==> src/rtl/mem_ctrl_if.sv <==
// Bus between the MEM pipeline stage, mem_ctrl and a byte-wide synchronous RAM.
// Handshake: the master raises ce_i with we_i/sel_i/addr_i/data_i and holds ce_i
// until the cycle done_o=1; stall_o asks the pipeline to hold while the access
// is in flight, and done_o is a one-cycle completion pulse (data_o valid there).
interface mem_ctrl_if #(
  parameter int ADDR_W = 32
);
  logic              ce_i;
  logic              we_i;
  logic [2:0]        sel_i;
  logic [ADDR_W-1:0] addr_i;
  logic [31:0]       data_i;
  logic [31:0]       data_o;
  logic              stall_o;
  logic              done_o;
  logic [ADDR_W-1:0] ram_addr_o;
  logic              ram_we_o;
  logic [7:0]        ram_din_o;
  logic [7:0]        ram_dout_i;

  // Master is the environment: pipeline request side plus the RAM read port.
  modport master (
    output ce_i, we_i, sel_i, addr_i, data_i, ram_dout_i,
    input  data_o, stall_o, done_o, ram_addr_o, ram_we_o, ram_din_o
  );

  modport slave (
    input  ce_i, we_i, sel_i, addr_i, data_i, ram_dout_i,
    output data_o, stall_o, done_o, ram_addr_o, ram_we_o, ram_din_o
  );
endinterface

==> src/rtl/mem_ctrl.sv <==
// Serialises RISC-V byte/half/word loads and stores onto a byte-wide RAM
// with one-cycle read latency; loads are sign/zero-extended per funct3.
module mem_ctrl #(
  parameter int ADDR_W = 32
) (
  input  logic       clk,
  input  logic       rst,
  mem_ctrl_if.slave  bus,
  output logic [1:0] state_dbg
);

  typedef enum logic [1:0] {
    IDLE = 2'd0,
    XFER = 2'd1,
    WAIT = 2'd2,
    DONE = 2'd3
  } state_t;

  state_t            state;
  state_t            state_nxt;

  logic              we_q;
  logic [2:0]        sel_q;
  logic [31:0]       data_q;
  logic [1:0]        cnt;
  logic [1:0]        cnt_inc;
  logic [1:0]        last_idx;
  logic              xfer_last;
  logic              legal_req;

  logic [31:0]       asm_q;
  logic [31:0]       asm_nxt;
  logic              cap_en;
  logic [1:0]        cap_idx;
  logic [31:0]       ld_ext;

  logic [31:0]       data_o_q;
  logic [ADDR_W-1:0] ram_addr_q;
  logic [7:0]        ram_din_q;

  logic              stall;
  logic              done;
  logic              ram_we;

  // funct3 x11 and 11x encode no RV32 load/store width.
  assign legal_req = ~(bus.sel_i[1] & bus.sel_i[0]) & ~(bus.sel_i[2] & bus.sel_i[1]);

  always_comb begin
    case (sel_q[1:0])
      2'b00:   last_idx = 2'd0;
      2'b01:   last_idx = 2'd1;
      default: last_idx = 2'd3;
    endcase
  end

  assign xfer_last = (cnt == last_idx);
  assign cnt_inc   = cnt + 2'd1;

  always_ff @(posedge clk) begin
    if (!rst) begin
      state <= IDLE;
    end else begin
      state <= state_nxt;
    end
  end

  always_comb begin
    state_nxt = state;
    stall     = 1'b0;
    done      = 1'b0;
    ram_we    = 1'b0;
    case (state)
      IDLE: begin
        if (bus.ce_i) begin
          if (legal_req) begin
            stall     = 1'b1;
            state_nxt = XFER;
          end else begin
            state_nxt = DONE;
          end
        end
      end
      XFER: begin
        stall  = 1'b1;
        // Gated by rst so the reset edge itself cannot commit another byte.
        ram_we = we_q & rst;
        if (xfer_last) begin
          state_nxt = we_q ? DONE : WAIT;
        end
      end
      WAIT: begin
        stall     = 1'b1;
        state_nxt = DONE;
      end
      DONE: begin
        done      = 1'b1;
        state_nxt = IDLE;
      end
      default: state_nxt = IDLE;
    endcase
  end

  // Read data lags its address by one cycle: byte k arrives in XFER k+1 or WAIT.
  assign cap_en  = ((state == XFER) && !we_q && (cnt != 2'd0)) || (state == WAIT);
  assign cap_idx = (state == WAIT) ? last_idx : (cnt - 2'd1);

  always_comb begin
    asm_nxt = asm_q;
    if (cap_en) begin
      asm_nxt[{cap_idx, 3'b000} +: 8] = bus.ram_dout_i;
    end
  end

  always_comb begin
    case (sel_q[1:0])
      2'b00:   ld_ext = {{24{~sel_q[2] & asm_nxt[7]}},  asm_nxt[7:0]};
      2'b01:   ld_ext = {{16{~sel_q[2] & asm_nxt[15]}}, asm_nxt[15:0]};
      default: ld_ext = asm_nxt;
    endcase
  end

  always_ff @(posedge clk) begin
    if (!rst) begin
      we_q       <= 1'b0;
      sel_q      <= 3'b000;
      data_q     <= 32'h0;
      cnt        <= 2'd0;
      asm_q      <= 32'h0;
      data_o_q   <= 32'h0;
      ram_addr_q <= '0;
      ram_din_q  <= 8'h00;
    end else begin
      asm_q <= asm_nxt;
      case (state)
        IDLE: begin
          if (bus.ce_i) begin
            we_q   <= bus.we_i;
            sel_q  <= bus.sel_i;
            data_q <= bus.data_i;
            cnt    <= 2'd0;
            if (legal_req) begin
              ram_addr_q <= bus.addr_i;
              if (bus.we_i) begin
                ram_din_q <= bus.data_i[7:0];
              end
            end else begin
              data_o_q <= 32'h0;
            end
          end
        end
        XFER: begin
          if (!xfer_last) begin
            cnt        <= cnt_inc;
            ram_addr_q <= ram_addr_q + ADDR_W'(1);
            if (we_q) begin
              ram_din_q <= data_q[{cnt_inc, 3'b000} +: 8];
            end
          end
        end
        WAIT: begin
          data_o_q <= ld_ext;
        end
        default: begin
        end
      endcase
    end
  end

  assign bus.stall_o    = stall;
  assign bus.done_o     = done;
  assign bus.ram_we_o   = ram_we;
  assign bus.ram_addr_o = ram_addr_q;
  assign bus.ram_din_o  = ram_din_q;
  assign bus.data_o     = data_o_q;
  assign state_dbg      = state;

endmodule

==> src/flat_wrapper.sv <==
// flat-port wrapper written by rule: the top's interface ports become plain ports
module mem_ctrl_flat 
#(
  parameter int ADDR_W = 32
)
  (clk, rst, state_dbg, bus_ce_i, bus_we_i, bus_sel_i, bus_addr_i, bus_data_i, bus_ram_dout_i, bus_data_o, bus_stall_o, bus_done_o, bus_ram_addr_o, bus_ram_we_o, bus_ram_din_o);
  mem_ctrl_if #(.ADDR_W(ADDR_W)) bus_i ();
  input  logic clk;
  input  logic rst;
  output logic [1:0] state_dbg;
  input wire logic [$bits(bus_i.ce_i)-1:0] bus_ce_i;
  input wire logic [$bits(bus_i.we_i)-1:0] bus_we_i;
  input wire logic [$bits(bus_i.sel_i)-1:0] bus_sel_i;
  input wire logic [$bits(bus_i.addr_i)-1:0] bus_addr_i;
  input wire logic [$bits(bus_i.data_i)-1:0] bus_data_i;
  input wire logic [$bits(bus_i.ram_dout_i)-1:0] bus_ram_dout_i;
  output wire logic [$bits(bus_i.data_o)-1:0] bus_data_o;
  output wire logic [$bits(bus_i.stall_o)-1:0] bus_stall_o;
  output wire logic [$bits(bus_i.done_o)-1:0] bus_done_o;
  output wire logic [$bits(bus_i.ram_addr_o)-1:0] bus_ram_addr_o;
  output wire logic [$bits(bus_i.ram_we_o)-1:0] bus_ram_we_o;
  output wire logic [$bits(bus_i.ram_din_o)-1:0] bus_ram_din_o;
  assign bus_i.ce_i = bus_ce_i;
  assign bus_i.we_i = bus_we_i;
  assign bus_i.sel_i = bus_sel_i;
  assign bus_i.addr_i = bus_addr_i;
  assign bus_i.data_i = bus_data_i;
  assign bus_i.ram_dout_i = bus_ram_dout_i;
  assign bus_data_o = bus_i.data_o;
  assign bus_stall_o = bus_i.stall_o;
  assign bus_done_o = bus_i.done_o;
  assign bus_ram_addr_o = bus_i.ram_addr_o;
  assign bus_ram_we_o = bus_i.ram_we_o;
  assign bus_ram_din_o = bus_i.ram_din_o;
  mem_ctrl #(.ADDR_W(ADDR_W)) u_core (.clk(clk), .rst(rst), .bus(bus_i), .state_dbg(state_dbg));
endmodule
==> config.mk <==
export PLATFORM = sky130hd
export DESIGN_NAME = mem_ctrl_flat
export DESIGN_NICKNAME = d
export VERILOG_FILES = /design/src/rtl/mem_ctrl_if.sv /design/src/rtl/mem_ctrl.sv /design/src/flat_wrapper.sv
export SDC_FILE = /design/constraint.sdc
export NUM_CORES = 1
export LEC_CHECK = 0
export BUFFER_PORTS_ARGS = -buffer_cell sky130_fd_sc_hd__buf_2
export CAP_MARGIN = 20
export CORE_MARGIN = 2
export CORE_UTILIZATION = 54
export DETAILED_ROUTE_END_ITERATION = 12
export PLACE_DENSITY = 0.8
export REMOVE_ABC_BUFFERS = 1
export SYNTH_ARGS = -nofsm -noshare
export SYNTH_HDL_FRONTEND = slang
export SYNTH_SLANG_ARGS = --single-unit
==> constraint.sdc <==
create_clock -name clk -period 3.95 [get_ports clk]
set_input_delay 0.1975 -clock clk [delete_from_list [all_inputs] [get_ports clk]]
set_output_delay 0.1975 -clock clk [all_outputs]
set_load 0.02 [all_outputs]
==> results of run 1 <==
==> power by group <==
group	internal (mW)	switching (mW)	total, mW
clock network	0.945	0.578	1.52
registers	1.71	0.266	1.98
logic	0.761	1.39	2.15
total	3.42	2.23	5.65
==> metal layers <==
metal | GRT usage (%) | part of all wire [%] | up-vias | wire (microns)
met5 | 0 | 0 | - | 0
met4 | 11.5 | 2.6 | 0 | 461
met3 | 6.75 | 5.8 | 38 | 1040
met2 | 44.4 | 48 | 217 | 8650
met1 | 35.0 | 44 | 3035 | 7880
li1 | - | - | 3205 | -
==> cell usage after synthesis, drive strengths merged, types with 4 or more instances <==
cell and number:
or4 4, mux2i 11, inv 15, a21o 8, a21oi 69, nand3 18, nor2b 6, a32o 9
and4 5, clkbuf 44, nand4b 5, ha 10, nor4 8, a211oi 13, o211ai 20, a211o 10
and3 8, a22oi 24, nand2b 7, nor2 69, nand4 10, o22ai 5, buf 12, nor3b 6
a21boi 4, o21ai 37, and2 4, nand2 134, dfxtp 144, a31oi 12, mux4 8, nor3 15
==> stage by stage <==
step / worst slack [ns] / utilization [%]
CTS: 0.847 / 68.4
finish: 0.850 / 68.4
floorplan: -1.20 / -
global placement: 0.976 / 63.4
detailed placement: 0.903 / 63.4
global route: 0.518 / 68.4
==> state kept, by name, indices dropped and copies added (netlist names), 2 cells and up <==
signal,cells
u_core.bus.ram_din_o,8
u_core.cnt,2
u_core.asm_q,32
u_core.state_dbg,2
u_core.sel_q,3
u_core.bus.ram_addr_o,32
u_core.data_q,32
u_core.bus.data_o,32
==> worst max-delay path by stage <==
stage               slack, ns           startpoint                    end
detailed placement       0.90  u_core.state_dbg[0]  u_core.bus.data_o[18]
global placement         0.98  u_core.state_dbg[0]  u_core.bus.data_o[31]
CTS                      0.85  u_core.state_dbg[0]  u_core.bus.data_o[18]
floorplan               -1.20  u_core.state_dbg[0]  u_core.bus.data_o[16]
finish                   0.85  u_core.state_dbg[0]  u_core.bus.data_o[31]
global route             0.52  u_core.state_dbg[1]  u_core.bus.data_o[19]
==> layout make-up <==
class	instances	area [sq um]	share of cell area [%]
multi-input cells	582	3580	43.4
inverters	15	56.3	0.683
well taps	168	210	2.55
clock buffers	22	464	5.63
clock inverters	7	87.6	1.06
repair buffers	179	968	11.7
flip-flops and latches	144	2880	34.9
==> logic make-up after synthesis <==
group	synth area share [%]
simple gates	21.9
xor+xnor	0.130
buf+inv	4.17
compound gates	24.4
fa+ha+maj	1.86
flops	42.9
mux	4.65
==> critical path, cell delays in order (launching register included) <==
cell and delay, ns:
dfxtp_1 0.37, inv_1 0.13, ha_1 0.29, or3b_1 0.42, nand2_1 0.16, ha_1 0.37, and2_1 0.22, mux2i_1 0.38
a2bb2oi_1 0.24, buf_4 0.27, o211ai_1 0.11
==> results.py, run 1 <==
metrics = {
    "die": {
        "die_y_microns": 116,
        "io_pins": 156,
        "fp.dieW_microns": 116,
        "fp.coreArea_sq_mm": 0.0121,
        "dieArea_sq_mm": 0.0134,
        "initial_core_util_pct": 55.7,
        "row_count": 40,
    },
    "timing": {
        "layout_min_cycle_time_ns": 3.10,
        "setup_viol": 0,
        "hold_viol_final": 0,
        "hold_ws_ns": 0.0109,
        "rsz0062_at_grt": "no",
        "worst_pin_slew_ns": 0.883,
        "maxSlewViolCount": 0,
        "setup_total_negative_slack_ns": 0,
        "skew_ns": 0.00783,
        "relSlewSlack_pct": 41.1,
        "min_period_over_period_pct": 78.5,
        "max_freq_mhz": 323,
    },
    "drt": {
        "vias_per_cell": 5.81,
        "drt_pass1_iterations": 6,
        "routed_wl_mm": 18.0,
        "vias": 6495,
        "drc": 0,
        "wire_per_inst_microns": 16.1,
        "drt_iter0_markers": 644,
        "ant_nets": 0,
    },
    "placed_design": {
        "place_inst": 1083,
        "dp_hpwl_mm": 12.1,
        "placed_area_sq_mm": 0.00765,
        "port_buffers": 155,
        "gp_congestion": 0.954,
    },
    "cts": {
        "path_clk_slew_ns": 0.06,
        "htree_levels": 4,
        "cts_tree": "done",
        "clock-sinks": 144,
        "cts_hold_buf": 5,
        "clk_latency_ns": 0.43,
        "clockBufferDepth": 2,
        "cts_setup_buffers": 0,
        "cts_made_buffers": 17,
        "cts_root_buffer": "clkbuf_16",
        "ctsResizeCount": 0,
    },
    "worst_setup_path": {
        "rrSetupSlack_ns": 0.85,
        "r2r-start": "u_core.state_dbg[0]",
        "worstSetupEndpointType": "flip-flop",
        "cp.arrival_ns": 3.38,
        "rr_worst_depth": 10,
        "cp_max_fo": 16,
        "critPathKind": "reg -> reg",
        "reg2reg_to": "u_core.bus.data_o[31]",
        "required_ns": 4.24,
        "cp-start-kind": "flip-flop",
    },
    "synth": {
        "ys_ff_latch": 144,
        "synth_area_leaders": "dfxtp_1 43%, nand2_1 7.5%, a21oi_1 5.1%, nor2_1 3.9%, a22oi_1 2.7%",
        "synth_top_area_cell": "dfxtp_1",
        "yosysTopAreaCellShare_pct": 42.9,
        "syn_avg_cell_area_sq_um": 8.44,
        "yosysWarnings": 0,
        "synth_cells": 797,
        "synth_async_sr_flop_share_pct": 0,
        "yosysSeqAreaShare_pct": 42.9,
        "synth_cell_types": 69,
        "synth_ff_type": "dfxtp_1",
        "syn_area_sq_mm": 0.00672,
        "synth_edf_count": 0,
    },
    "power_and_ir_drop": {
        "p_per_area_mw_per_mm2": 685,
        "ir_worst_vdd_v": 0.000522,
        "p_leak_nw": 3.44,
        "total_power_mw": 5.65,
    },
    "global_routing": {
        "grt_max_degree": 60,
        "grt_overflow_total": 0,
        "grt_pass1_wl_mm": 29.0,
        "grt_pass1_vias": 5890,
        "antenna_found_initial": 1,
        "grtUsageTotal_pct": 27.4,
    },
    "worst_hold_path": {
        "min_to": "u_core.data_q[30]",
        "hp-class": "in -> reg",
        "min_from": "bus_data_i[30]",
        "whs_path_depth": 3,
    },
    "cells_and_area": {
        "final_area_sq_mm": 0.00825,
        "area_growth_pct": 22.7,
        "mostFrequentLayoutCells": "155 x buf_2, 144 x dfxtp_1, 134 x nand2_1",
        "layout_commonest_cell": "buf_2",
        "fin_cells": 1117,
        "drive_gt1_share_pct": 24.4,
        "n_fill_cell": 1041,
        "n_antenna_cell": 0,
        "nNetsFinal": 1028,
    },
    "status": {
        "outcome": "completed",
    },
    "run": {
        "maxCapViolCount": 0,
    },
}
Power figures use the tool's default switching activity.
==> run 2: changes to the inputs <==
==> constraint.sdc (replaced) <==
create_clock -name clk -period 3.2 [get_ports clk]
set_input_delay 0.16 -clock clk [delete_from_list [all_inputs] [get_ports clk]]
set_output_delay 0.16 -clock clk [all_outputs]
set_load 0.02 [all_outputs]
==> results.py, run 2 (synthesis results as in run 1) <==
metrics = {
    "status": {
        "outcome": "completed",
    },
    "timing": {
        "setup_viol": 0,
        "layout_min_cycle_time_ns": 2.94,
        "worst_pin_slew_ns": 0.845,
        "hold_viol_final": 0,
        "hold_ws_ns": 0.0533,
        "skew_ns": 0.00560,
        "maxSlewViolCount": 0,
        "min_period_over_period_pct": 91.9,
        "setup_total_negative_slack_ns": 0,
        "rsz0062_at_grt": "no",
        "max_freq_mhz": 340,
        "relSlewSlack_pct": 43.7,
    },
    "drt": {
        "drt_iter0_markers": 596,
        "vias": 6881,
        "routed_wl_mm": 19.9,
        "vias_per_cell": 5.94,
        "drc": 0,
        "ant_nets": 0,
        "wire_per_inst_microns": 17.2,
        "drt_pass1_iterations": 5,
    },
    "global_routing": {
        "antenna_found_initial": 0,
        "grt_pass1_vias": 6430,
        "grt_max_degree": 51,
        "grt_overflow_total": 0,
        "grt_pass1_wl_mm": 31.6,
        "grtUsageTotal_pct": 30.2,
    },
    "worst_setup_path": {
        "cp_max_fo": 16,
        "cp-start-kind": "flip-flop",
        "worstPathCellList": "inv_1 > ha_1 > or3b_1 > nand2_1 > ha_1 > and2_1 > mux2i_1 > buf_4 > a2bb2oi_1 > buf_4 > o211ai_1",
        "required_ns": 3.50,
        "critPathKind": "reg -> reg",
        "worstSetupEndpointType": "flip-flop",
        "crit_slowest_cell": "or3b_1",
        "critPathMaxStageDelay_ns": 0.41,
        "cp.arrival_ns": 3.24,
    },
    "cts": {
        "clk_latency_ns": 0.43,
        "cts_made_buffers": 17,
        "htree_levels": 4,
        "clockBufferDepth": 2,
        "cts_root_buffer": "clkbuf_16",
        "clock-sinks": 144,
        "cts_tree": "done",
        "ctsResizeCount": 0,
        "path_clk_slew_ns": 0.06,
    },
    "cells_and_area": {
        "mostFrequentLayoutCells": "155 x buf_2, 144 x dfxtp_1, 134 x nand2_1",
        "regArea_sq_mm": 0.00288,
        "drive_gt1_share_pct": 24.9,
        "multi_input_area_sq_mm": 0.00358,
        "n_fill_cell": 946,
        "nNetsFinal": 1067,
        "layout_commonest_cell": "buf_2",
        "n_antenna_cell": 0,
        "area_growth_pct": 29.8,
    },
    "die": {
        "die_y_microns": 116,
        "dieArea_sq_mm": 0.0134,
        "fp.coreArea_sq_mm": 0.0121,
        "fp.dieW_microns": 116,
        "row_count": 40,
        "io_pins": 156,
        "initial_core_util_pct": 55.7,
    },
    "power_and_ir_drop": {
        "p_per_area_mw_per_mm2": 854,
        "ir_worst_vdd_v": 0.000506,
        "p_leak_nw": 3.66,
    },
    "worst_hold_path": {
        "hp-class": "in -> reg",
    },
    "placed_design": {
        "gp_congestion": 0.924,
        "port_buffers": 155,
        "dp_hpwl_mm": 12.6,
    },
    "run": {
        "maxCapViolCount": 0,
    },
}
## run 2: cell types whose count changed in the layout (fill, tap and decap cells not counted), moves of 2 or more
cell	before	now
dlygate4sd3_1	5	35
buf_4	19	28
bufinv_16	2	5
clkbuf_1	3	0
clkinv_2	4	2
clkinv_4	0	2
clkinvlp_4	1	3
## run 2: final timing paths
path / startpoint / to / slack, ns / depth (start not counted)
setup / recovery: u_core.state_dbg[0] / u_core.bus.data_o[31] / 0.26 / 11
hold / removal: bus_data_i[7] / u_core.data_q[7] / 0.05 / 3
setup reg to reg: u_core.state_dbg[0] / u_core.bus.data_o[31] / 0.26 / 11
hold reg to reg: u_core.bus.data_o[0] / u_core.bus.data_o[0] / 0.45 / 2
## run 2: metal layers
layer | wire length [microns] | GRT usage (%)
met4 | 830 | 17.2
met3 | 1380 | 6.38
met1 | 8200 | 37.5
met5 | 0 | 0
met2 | 9520 | 48.9
## run 2: final cells by class
type	instances	share of cell area (%)
Timing Repair Buffer	218	15.3
Inverter	15	0.645
Tap cell	168	2.41
Clock buffer	19	5.19
Clock inverter	13	2.39
Multi-Input combinational cell	582	41.0
Sequential cell	144	33.0
## run 2: power breakdown
part / internal, mW / switching [mW] / leakage [nW]
clock network: 1.42 / 0.780 / 0.316
logic: 0.998 / 1.80 / 2.17
registers: 2.11 / 0.339 / 1.17
total: 4.54 / 2.92 / 3.66
## run 2: stage by stage
step                total power, mW  setup slack [ns]  utilization (%)  std cells  instance area, sq um
floorplan                      4.21             -1.95                -        741                  6500
global route                   7.85           0.00951             72.4       1159                  8730
global placement               5.11             0.396             64.0       1092                  7710
finish                         7.46             0.260             72.4       1159                  8730
CTS                            7.40             0.283             72.4       1159                  8730
detailed placement             5.17             0.295             64.0       1092                  7710
## run 2: repair_timing
item	CTS	global route
endpoints found under the hold margin	35	0
setup endpoints to repair	0	0
hold buffers	35	0
buffers inserted	0	0
## run 2: critical path, delay by kind of cell, from the launching register on
kind	cells	cell delay (ns)
flops	1	0.37
mux	1	0.13
compound gates	2	0.29
buf+inv	3	0.55
simple gates	3	0.78
fa+ha+maj	2	0.66
